--- src/rtl/adder_pkg.sv ---
// Shared sizing helpers for the block-partitioned adders and subtractors.
// Blocks are SIZE bits wide, except the last, which takes the remainder.
package adder_pkg;

   function automatic int num_blk(input int width, input int size);
      return (width + size - 1) / size;
   endfunction

   function automatic int blk_width(input int width, input int size, input int k);
      int nb;
      nb = num_blk(width, size);
      return (k < nb - 1) ? size : width - (nb - 1) * size;
   endfunction

endpackage

--- src/rtl/pipelined_carry_select_subtractor_csel.sv ---
// One carry-select block: both carry-in hypotheses are added in parallel and
// the real carry-in picks the matching sum and carry-out.
module csel_sub_block #(
   parameter int W = 4
) (
   input  logic [W-1:0] a,
   input  logic [W-1:0] b,
   input  logic         cin,
   output logic [W-1:0] sum,
   output logic         cout
);

   logic [W-1:0] sum0, sum1;
   logic         c0, c1;

   Ripple_Carry_Adder #(.W(W)) u_rca0 (.a(a), .b(b), .cin(1'b0), .sum(sum0), .cout(c0));
   Ripple_Carry_Adder #(.W(W)) u_rca1 (.a(a), .b(b), .cin(1'b1), .sum(sum1), .cout(c1));

   assign sum  = cin ? sum1 : sum0;
   assign cout = cin ? c1 : c0;

endmodule

--- src/rtl/ripple_carry_adder.sv ---
// Plain W-bit ripple-carry adder with carry-in and carry-out.
module Ripple_Carry_Adder #(
   parameter int W = 4
) (
   input  logic [W-1:0] a,
   input  logic [W-1:0] b,
   input  logic         cin,
   output logic [W-1:0] sum,
   output logic         cout
);

   logic c;

   always_comb begin
      c   = cin;
      sum = '0;
      for (int i = 0; i < W; i++) begin
         sum[i] = a[i] ^ b[i] ^ c;
         c      = (a[i] & b[i]) | (c & (a[i] ^ b[i]));
      end
      cout = c;
   end

endmodule

--- src/rtl/pipelined_carry_select_subtractor.sv ---
// a - b - bin as a + ~b + ~bin, one carry-select block per pipeline stage.
// Operands and partial differences travel with each entry; valid bits gate output.
module pipelined_carry_select_subtractor
   import adder_pkg::*;
#(
   parameter int WIDTH = 32,
   parameter int SIZE  = 4
) (
   input  logic             clk,
   input  logic             rst_n,
   input  logic             in_valid,
   output logic             in_ready,
   input  logic [WIDTH-1:0] a,
   input  logic [WIDTH-1:0] b,
   input  logic             bin,
   output logic             out_valid,
   input  logic             out_ready,
   output logic [WIDTH-1:0] diff,
   output logic             bout,
   output logic             ovf
);

   localparam int NUM_BLK = num_blk(WIDTH, SIZE);
   localparam int MSB     = WIDTH - 1;

   logic [WIDTH-1:0] a_s    [NUM_BLK];
   logic [WIDTH-1:0] b_s    [NUM_BLK];
   logic [WIDTH-1:0] diff_s [NUM_BLK];
   logic             carry_s[NUM_BLK];
   logic             valid_s[NUM_BLK];
   logic             advance;

   // Whole pipeline moves in lockstep; a held result freezes every stage.
   assign advance   = !valid_s[NUM_BLK-1] | out_ready;
   assign in_ready  = advance;
   assign out_valid = valid_s[NUM_BLK-1];
   assign diff      = diff_s[NUM_BLK-1];

   for (genvar gi = 0; gi < NUM_BLK; gi++) begin : g_stage
      localparam int LO = gi * SIZE;
      localparam int BW = blk_width(WIDTH, SIZE, gi);

      logic [WIDTH-1:0] a_in, b_in, diff_in;
      logic             c_in, v_in;
      logic [BW-1:0]    nb_slice, sum;
      logic             cout;
      logic [WIDTH-1:0] a_d, a_q, b_d, b_q, diff_d, diff_q;
      logic             carry_d, carry_q, valid_d, valid_q;

      if (gi == 0) begin : g_head
         assign a_in    = a;
         assign b_in    = b;
         assign diff_in = '0;
         assign c_in    = ~bin;
         assign v_in    = in_valid;
      end else begin : g_body
         assign a_in    = a_s[gi-1];
         assign b_in    = b_s[gi-1];
         assign diff_in = diff_s[gi-1];
         assign c_in    = carry_s[gi-1];
         assign v_in    = valid_s[gi-1];
      end

      assign nb_slice = ~b_in[LO +: BW];

      csel_sub_block #(.W(BW)) u_blk (
         .a    (a_in[LO +: BW]),
         .b    (nb_slice),
         .cin  (c_in),
         .sum  (sum),
         .cout (cout)
      );

      always_comb begin
         a_d                = a_in;
         b_d                = b_in;
         diff_d             = diff_in;
         diff_d[LO +: BW]   = sum;
         carry_d            = cout;
         valid_d            = v_in;
      end

      always_ff @(posedge clk) begin
         if (!rst_n) begin
            valid_q <= 1'b0;
            diff_q  <= '0;
         end else if (advance) begin
            valid_q <= valid_d;
            diff_q  <= diff_d;
         end
      end

      // Skew registers carry no reset: a cleared valid bit makes them irrelevant.
      always_ff @(posedge clk) begin
         if (advance) begin
            a_q     <= a_d;
            b_q     <= b_d;
            carry_q <= carry_d;
         end
      end

      assign a_s[gi]     = a_q;
      assign b_s[gi]     = b_q;
      assign diff_s[gi]  = diff_q;
      assign carry_s[gi] = carry_q;
      assign valid_s[gi] = valid_q;

      if (gi == NUM_BLK - 1) begin : g_out
         logic bout_d, bout_q, ovf_d, ovf_q;

         always_comb begin
            bout_d = ~cout;
            ovf_d  = (a_in[MSB] != b_in[MSB]) & (diff_d[MSB] != a_in[MSB]);
         end

         always_ff @(posedge clk) begin
            if (!rst_n) begin
               bout_q <= 1'b0;
               ovf_q  <= 1'b0;
            end else if (advance) begin
               bout_q <= bout_d;
               ovf_q  <= ovf_d;
            end
         end

         assign bout = bout_q;
         assign ovf  = ovf_q;
      end
   end

endmodule

--- config.mk ---
export PLATFORM = sky130hd
export DESIGN_NAME = pipelined_carry_select_subtractor
export DESIGN_NICKNAME = d
export VERILOG_FILES = /design/src/rtl/adder_pkg.sv /design/src/rtl/pipelined_carry_select_subtractor_csel.sv /design/src/rtl/ripple_carry_adder.sv /design/src/rtl/pipelined_carry_select_subtractor.sv
export SDC_FILE = /design/constraint.sdc
export NUM_CORES = 1
export LEC_CHECK = 0
export CAP_MARGIN = 20
export CORE_ASPECT_RATIO = 1.2
export CORE_UTILIZATION = 40
export CTS_BUF_LIST = sky130_fd_sc_hd__clkbuf_4 sky130_fd_sc_hd__clkbuf_8
export DETAILED_ROUTE_END_ITERATION = 8
export PLACE_DENSITY = 0.58
export SETUP_SLACK_MARGIN = 0.5
export SLEW_MARGIN = 20
export SYNTH_ARGS = -nofsm -noshare
export SYNTH_HDL_FRONTEND = slang
export SYNTH_SLANG_ARGS = --single-unit
export TNS_END_PERCENT = 100
--- constraint.sdc ---
create_clock -name clk -period 3.1 [get_ports clk]
set_clock_uncertainty 0.15 [all_clocks]
set_input_delay 0.31 -clock clk [delete_from_list [all_inputs] [get_ports clk]]
set_output_delay 0.31 -clock clk [all_outputs]
set_load 0.005 [all_outputs]
==> impl_metrics.env, run 1 <==
export IMPL_vias=7109
export IMPL_min_to="g_stage[0].a_q[23]$_DFFE_PP_"
export IMPL_dp_hpwl_um=11630
export IMPL_p_switching_uw=2154
export IMPL_grt_pass1_vias=7187
export IMPL_rsz0062_at_grt="true"
export IMPL_track_usage=0.1219
export IMPL_crit_required_ps=3500
export IMPL_cts_tree="built"
export IMPL_drt_first_pass_iters=5
export IMPL_core_um2=33430
export IMPL_syn_avg_cell_area_um2=13.65
export IMPL_synth_area_um2=13690
export IMPL_tns_ps=0
export IMPL_postCtsHoldBufs=0
export IMPL_drt_iter0_drc=404
export IMPL_wirelength_um=20200
export IMPL_ys_types=25
export IMPL_status="complete, no violations"
export IMPL_setup_worst_path_start_class="register"
export IMPL_gp_congestion=0.7161
export IMPL_gr_usage_met2=0.1886
export IMPL_cts_buffers=58
export IMPL_grt_pass1_wl_um=34400
export IMPL_grt_busiest_layer="met2"
export IMPL_r2r_end="ovf$_SDFFE_PN0P_"
export IMPL_hold_depth=1
export IMPL_hold_ws_ps=97.54
export IMPL_numClockSinks=385
export IMPL_powerDensity_nw_per_um2=642.3
export IMPL_clk_path_buf_depth=3
export IMPL_cp_max_fo=2
export IMPL_area_growth_pct=19.20
export IMPL_ctsRootBufferMaster="clkbuf_8"
export IMPL_power_leakage_uw=0.006198
export IMPL_synth_area_leader_cell="edfxtp_1"
export IMPL_irDropWorstVdd_mv=0.3074
export IMPL_fin_crit_sh=0.8149
export IMPL_critical_path_class="reg -> reg"
export IMPL_worstMarginPinSlew_ps=762.7
export IMPL_initial_core_util=0.4096
export IMPL_reg2reg_depth=9
export IMPL_die_x_um=170.9
export IMPL_fin_area_um2=16320
export IMPL_ant_nets=0
export IMPL_drive_above_1_share=0.09787
export IMPL_die_h_um=204.7
export IMPL_cp_end_kind="register"
export IMPL_nFillCells=3031
export IMPL_clk_pin_slew_ps=60
export IMPL_cts_max_level=2
export IMPL_power_share_sequential=0.555
export IMPL_clk_insertion_delay_late_ps=610
export IMPL_die_area_um2=34980
export IMPL_ys_top_cells_by_area="edfxtp_1 (51%), dfxtp_1 (23%), nand2_1 (7.8%)"
export IMPL_p_clk_frac=0.400
export IMPL_antenna_found_initial=0
export IMPL_arrival_ps=2920
export IMPL_max_freq_mhz=395.8
export IMPL_viasPerCell=4.375
export IMPL_placed_cell_area_um2=15100
export IMPL_syn_nets=1113
export IMPL_rr_startpoint="g_stage[6].a_q[28]$_DFFE_PP_"
export IMPL_io_pins=105
export IMPL_hold_path_class="in -> reg"
export IMPL_route_detailed_drc=0
export IMPL_syn_instance_count=1003
export IMPL_rrSetupSlack_ps=570
export IMPL_maxCapViolations=0
export IMPL_port_buffers=104
export IMPL_grt_overflow=0
export IMPL_p_int_uw=8331
export IMPL_combinationalPowerShare=0.045
export IMPL_fin_crit_ps=2526
export IMPL_final_hold_viol_count=0
export IMPL_netlist_area_leader_share=0.5065
export IMPL_antenna_diode_count=0
export IMPL_setup_violations=0
export IMPL_avgRoutedWirePerCell_um=12.43
export IMPL_post_cts_setup_buffer_count=0
export IMPL_ys_ff_latch=385
export IMPL_yosys_warnings=0
export IMPL_row_count=73
export IMPL_use_met3=0.03033
export IMPL_holdCritStartpoint="a[23]"
export IMPL_slew_headroom=0.4915
export IMPL_drv_slew=0
export IMPL_swShare=0.2054
export IMPL_grt_max_degree=140
export IMPL_ys_seq_area_frac=0.7317
export IMPL_use_met1=0.1613
export IMPL_nNetsFinal=1236
Yosys cell counts (all sizes together):
| master | count |
|---|---|
| clkbuf | 16 |
| nand2 | 283 |
| mux2i | 3 |
| xor2 | 1 |
| nand4b | 1 |
| o21a | 1 |
| nor2b | 1 |
| a21oi | 11 |
| a21boi | 136 |
| xnor2 | 8 |
| dfxtp | 154 |
| ha | 17 |
| o211a | 8 |
| o21ai | 8 |
| inv | 58 |
| nor2 | 4 |
| edfxtp | 231 |
| buf | 35 |
| fa | 24 |
| nand3 | 3 |
flip-flops by register name, indices dropped and copies added, names as in the netlist:
signal           cells
g_stage.a_q        112
g_stage.b_q        112
g_stage.diff_q     112
diff                32
g_stage.carry_q      7
g_stage.valid_q      7
bout                 1
out_valid            1
ovf                  1
power groups by stage:
stage | registers [µW] | clock network (µW) | logic [µW]
global placement | 5920 | 0 | 473
finish | 5820 | 4190 | 471
detailed placement | 5930 | 0 | 478
floorplan | 5890 | 0 | 271
CTS | 5820 | 4380 | 484
global route | 5850 | 4600 | 543
logic make-up (layout without fill, tap and decap cells):
| logic type | count (synthesis) | in the layout | share of synthesized area |
|---|---|---|---|
| AOI/OAI and AO/OA | 164 | 164 | 0.08789 |
| xor gates and xnor gates | 9 | 9 | 0.005756 |
| adders and majority gates | 41 | 41 | 0.05062 |
| buffers and inverters | 109 | 281 | 0.04048 |
| DFF | 385 | 385 | 0.7317 |
| muxes | 3 | 3 | 0.002193 |
| and+or+nand+nor | 292 | 292 | 0.08141 |
how the worst max path moves through the flow:
stage | start | to | slack, ps | cells past startpoint
after floorplan | g_stage[6].a_q[28]$_DFFE_PP_ | ovf$_SDFFE_PN0P_ | 620 | 9
after global placement | a[0] | g_stage[0].diff_q[3]$_SDFFE_PN0P_ | 400 | 11
after detailed placement | b[0] | g_stage[0].diff_q[3]$_SDFFE_PN0P_ | 400 | 12
after CTS | g_stage[6].a_q[28]$_DFFE_PP_ | ovf$_SDFFE_PN0P_ | 500 | 9
after global routing | g_stage[6].a_q[28]$_DFFE_PP_ | ovf$_SDFFE_PN0P_ | 450 | 9
final | g_stage[6].a_q[28]$_DFFE_PP_ | ovf$_SDFFE_PN0P_ | 570 | 9
repair_timing:
item,in CTS,in global routing
pin swaps,2,1
resized for setup,2,0
setup endpoints to repair,1,1
worst max-delay path, cell delays in order, from the launching register on:
cell      delay, ps
edfxtp_1        390
ha_1            210
inv_1            50
mux2i_1          80
fa_2            350
fa_2            340
fa_1            520
xor2_1          180
nand4b_1        120
nand2_1         100
per-layer routing:
metal  wire length, µm  vias to the layer above
li1                  -                     3641
met1              9523                     3270
met2              9073                      144
met3              1004                       54
met4               597                        0
met5                 0                        -
final cells by class:
class                      instances  area [µm²]  share of cell area
clock buffer                      94        1112             0.06814
clock inverter                    15       105.1            0.006439
inverter                          58       234.0             0.01433
multi-input combinational        509        3126              0.1915
sequential                       385       10020              0.6138
tap                              450       563.0             0.03449
timing repair buffer             114        1164             0.07129
per-stage QoR:
step	instances	worst slack, ps	total power (µW)	util
6_report	1625	573.7	10480	0.4883
5_1_grt	1625	451.4	10990	0.4883
4_1_cts	1625	503.2	10690	0.4883
3_5_place_dp	1516	396.5	6408	0.4517
3_3_place_gp	1516	403.9	6392	0.4517
2_1_floorplan	1003	619.3	6164	-
cells in the final DEF (no fill, tap or decap), types with 2 or more instances in the layout:
| cell | Yosys | layout |
|---|---|---|
| o21ai_0 | 8 | 8 |
| clkinv_2 | 0 | 2 |
| a21oi_1 | 11 | 11 |
| fa_2 | 0 | 2 |
| fa_1 | 24 | 22 |
| ha_1 | 17 | 17 |
| nor2_1 | 4 | 4 |
| nand2_1 | 283 | 283 |
| buf_4 | 8 | 7 |
| mux2i_1 | 3 | 3 |
| o211a_1 | 8 | 8 |
| a21boi_0 | 55 | 55 |
| clkdlybuf4s50_1 | 0 | 103 |
| clkbuf_8 | 0 | 65 |
| dfxtp_1 | 154 | 154 |
| inv_1 | 57 | 57 |
| clkbuf_4 | 0 | 29 |
| buf_12 | 0 | 4 |
| edfxtp_1 | 231 | 231 |
| a21boi_1 | 81 | 81 |
| xnor2_1 | 8 | 8 |
| clkinv_1 | 0 | 9 |
| nand3_1 | 3 | 3 |
| inv_8 | 0 | 2 |
Note: power is estimated with default switching activity, not from simulation.
==> run 2, diff against run 1 <==
Clock period 3.1 ns to 2.3 ns, I/O delays scaled along.
==> impl_metrics.env, run 2 (synthesis gave the netlist of run 1 again) <==
export IMPL_status="finished with violations"
export IMPL_violations="setup timing"
export IMPL_setup_violations=3
export IMPL_placed_cell_area_um2=15400
export IMPL_irDropWorstVdd_mv=0.5266
export IMPL_critical_path_class="reg -> reg"
export IMPL_arrival_ps=2860
export IMPL_p_switching_uw=2978
export IMPL_swShare=0.2087
export IMPL_r2r_end="ovf$_SDFFE_PN0P_"
export IMPL_drt_iter0_drc=399
export IMPL_holdCritStartpoint="b[20]"
export IMPL_final_common_cell="nand2_1"
export IMPL_min_to="g_stage[0].b_q[20]$_DFFE_PP_"
export IMPL_setup_worst_path_start_class="register"
export IMPL_route_detailed_drc=0
export IMPL_rrSetupSlack_ps=-150
export IMPL_stdcell_count=1686
export IMPL_maxCapViolations=0
export IMPL_fin_crit_ps=2453
export IMPL_p_clk_frac=0.399
export IMPL_combinationalPowerShare=0.051
export IMPL_layout_common_cells="nand2_1 (281), edfxtp_1 (231), dfxtp_1 (149), a21boi_1 (87)"
export IMPL_cp_end_kind="register"
export IMPL_rsz0062_at_grt="true"
export IMPL_dp_cells=1528
export IMPL_worstMarginPinSlew_ps=436.0
export IMPL_gp_congestion=0.6770
export IMPL_slew_headroom=0.7093
export IMPL_grt_pass1_wl_um=34570
export IMPL_ant_nets=0
export IMPL_power_leakage_uw=0.006700
export IMPL_cts_max_level=2
export IMPL_fin_area_um2=17280
export IMPL_die_h_um=204.7
export IMPL_ctsRootBufferMaster="clkbuf_8"
export IMPL_rr_startpoint="g_stage[6].a_q[28]$_DFFE_PP_"
export IMPL_power_share_sequential=0.549
export IMPL_dp_hpwl_um=11590
export IMPL_die_area_um2=34980
export IMPL_hold_ws_ps=45.68
export IMPL_io_pins=105
export IMPL_cts_buffers=58
export IMPL_p_int_uw=11290
export IMPL_clk_path_buf_depth=3
export IMPL_drive_above_1_share=0.1650
export IMPL_grt_max_degree=140
export IMPL_final_hold_viol_count=0
export IMPL_drv_slew=0
export IMPL_avgRoutedWirePerCell_um=13.38
export IMPL_hold_path_class="in -> reg"
export IMPL_nNetsFinal=1300
export IMPL_nFillCells=2988
export IMPL_clk_insertion_delay_late_ps=610
export IMPL_max_freq_mhz=407.6
export IMPL_grt_overflow=0
export IMPL_initial_core_util=0.4096
export IMPL_die_x_um=170.9
export IMPL_clk_pin_slew_ps=70
export IMPL_final_setup_worst_slack_ps=-153.2
export IMPL_reg_largest_list="g_stage.a_q (112), g_stage.b_q (112), g_stage.diff_q (112)"
export IMPL_tns_ps=-227.9
export IMPL_drt_first_pass_iters=4
export IMPL_track_usage=0.1241
export IMPL_port_buffers=104
export IMPL_place_ws_ps=-359.7
export IMPL_area_growth_pct=26.19
export IMPL_antenna_found_initial=0
export IMPL_gr_usage_met2=0.1952
export IMPL_crit_required_ps=2710
export IMPL_row_count=73
export IMPL_use_met3=0.03767
export IMPL_use_met1=0.1585
export IMPL_reg2reg_depth=9
export IMPL_cp_max_fo=2
export IMPL_fin_crit_sh=1.067
export IMPL_vias=7494
export IMPL_powerDensity_nw_per_um2=825.9
export IMPL_grt_busiest_layer="met2"
export IMPL_viasPerCell=4.445
export IMPL_cts_tree="built"
export IMPL_numClockSinks=385
export IMPL_wirelength_um=22560
export IMPL_antenna_diode_count=0
export IMPL_core_um2=33430
export IMPL_hold_depth=1
export IMPL_grt_pass1_vias=7235
-- run 2: area by class of cell --
cell class	count	area (µm²)	share of cell area
well taps	450	563.0	0.03258
inverters	58	241.5	0.01397
clock inverters	19	157.7	0.009123
clock buffers	87	1060	0.06133
repair inverters	1	8.758	0.0005068
repair buffers	177	1957	0.1132
flip-flops and latches	385	10030	0.5802
multi-input cells	509	3267	0.1891
-- run 2: worst max path at each step --
| stage | start | endpoint | slack, ps | cells past startpoint |
|---|---|---|---|---|
| after floorplan | g_stage[6].a_q[28]$_DFFE_PP_ | ovf$_SDFFE_PN0P_ | -110 | 9 |
| after global placement | b[0] | g_stage[0].diff_q[3]$_SDFFE_PN0P_ | -330 | 12 |
| after detailed placement | b[0] | g_stage[0].diff_q[3]$_SDFFE_PN0P_ | -360 | 12 |
| after CTS | g_stage[6].a_q[28]$_DFFE_PP_ | ovf$_SDFFE_PN0P_ | -170 | 9 |
| after global routing | g_stage[6].a_q[28]$_DFFE_PP_ | ovf$_SDFFE_PN0P_ | -290 | 9 |
| final | g_stage[6].a_q[28]$_DFFE_PP_ | ovf$_SDFFE_PN0P_ | -150 | 9 |
-- run 2: power by group through the flow --
stage          combinational (µW)  sequential [µW]  clock, µW
6_report                      734             7840       5700
3_3_place_gp                  674             7970          0
4_1_cts                       738             7840       5920
3_5_place_dp                  682             7990          0
5_1_grt                       842             7880       6210
2_1_floorplan                 387             7950          0
-- run 2: routing by layer --
layer,vias up,part of all wire
met4,0,0.025
met3,48,0.052
met2,130,0.46
li1,3769,-
met5,-,0
met1,3547,0.46
-- run 2: metrics by stage --
| stage | util | power, µW |
|---|---|---|
| after floorplan | - | 8333 |
| after global placement | 0.4607 | 8643 |
| after detailed placement | 0.4607 | 8668 |
| after CTS | 0.5111 | 14500 |
| after global routing | 0.5169 | 14930 |
| final | 0.5169 | 14270 |
-- run 2: timing repair --
action	4_1_cts	5_1_grt
endpoints found under the hold margin	79	0
resized for setup	65	14
endpoints found under the setup margin	60	153
cloned	1	5
pin swaps	7	8
setup buffers	5	0
hold buffers	41	0
-- run 2: critical path, stage by stage (launching register included) --
cell      delay [ps]
edfxtp_1         400
ha_2             210
inv_2             40
mux2i_1           70
fa_2             350
fa_2             350
fa_1             520
xor2_1           150
nand4b_1         110
nand2_1           90
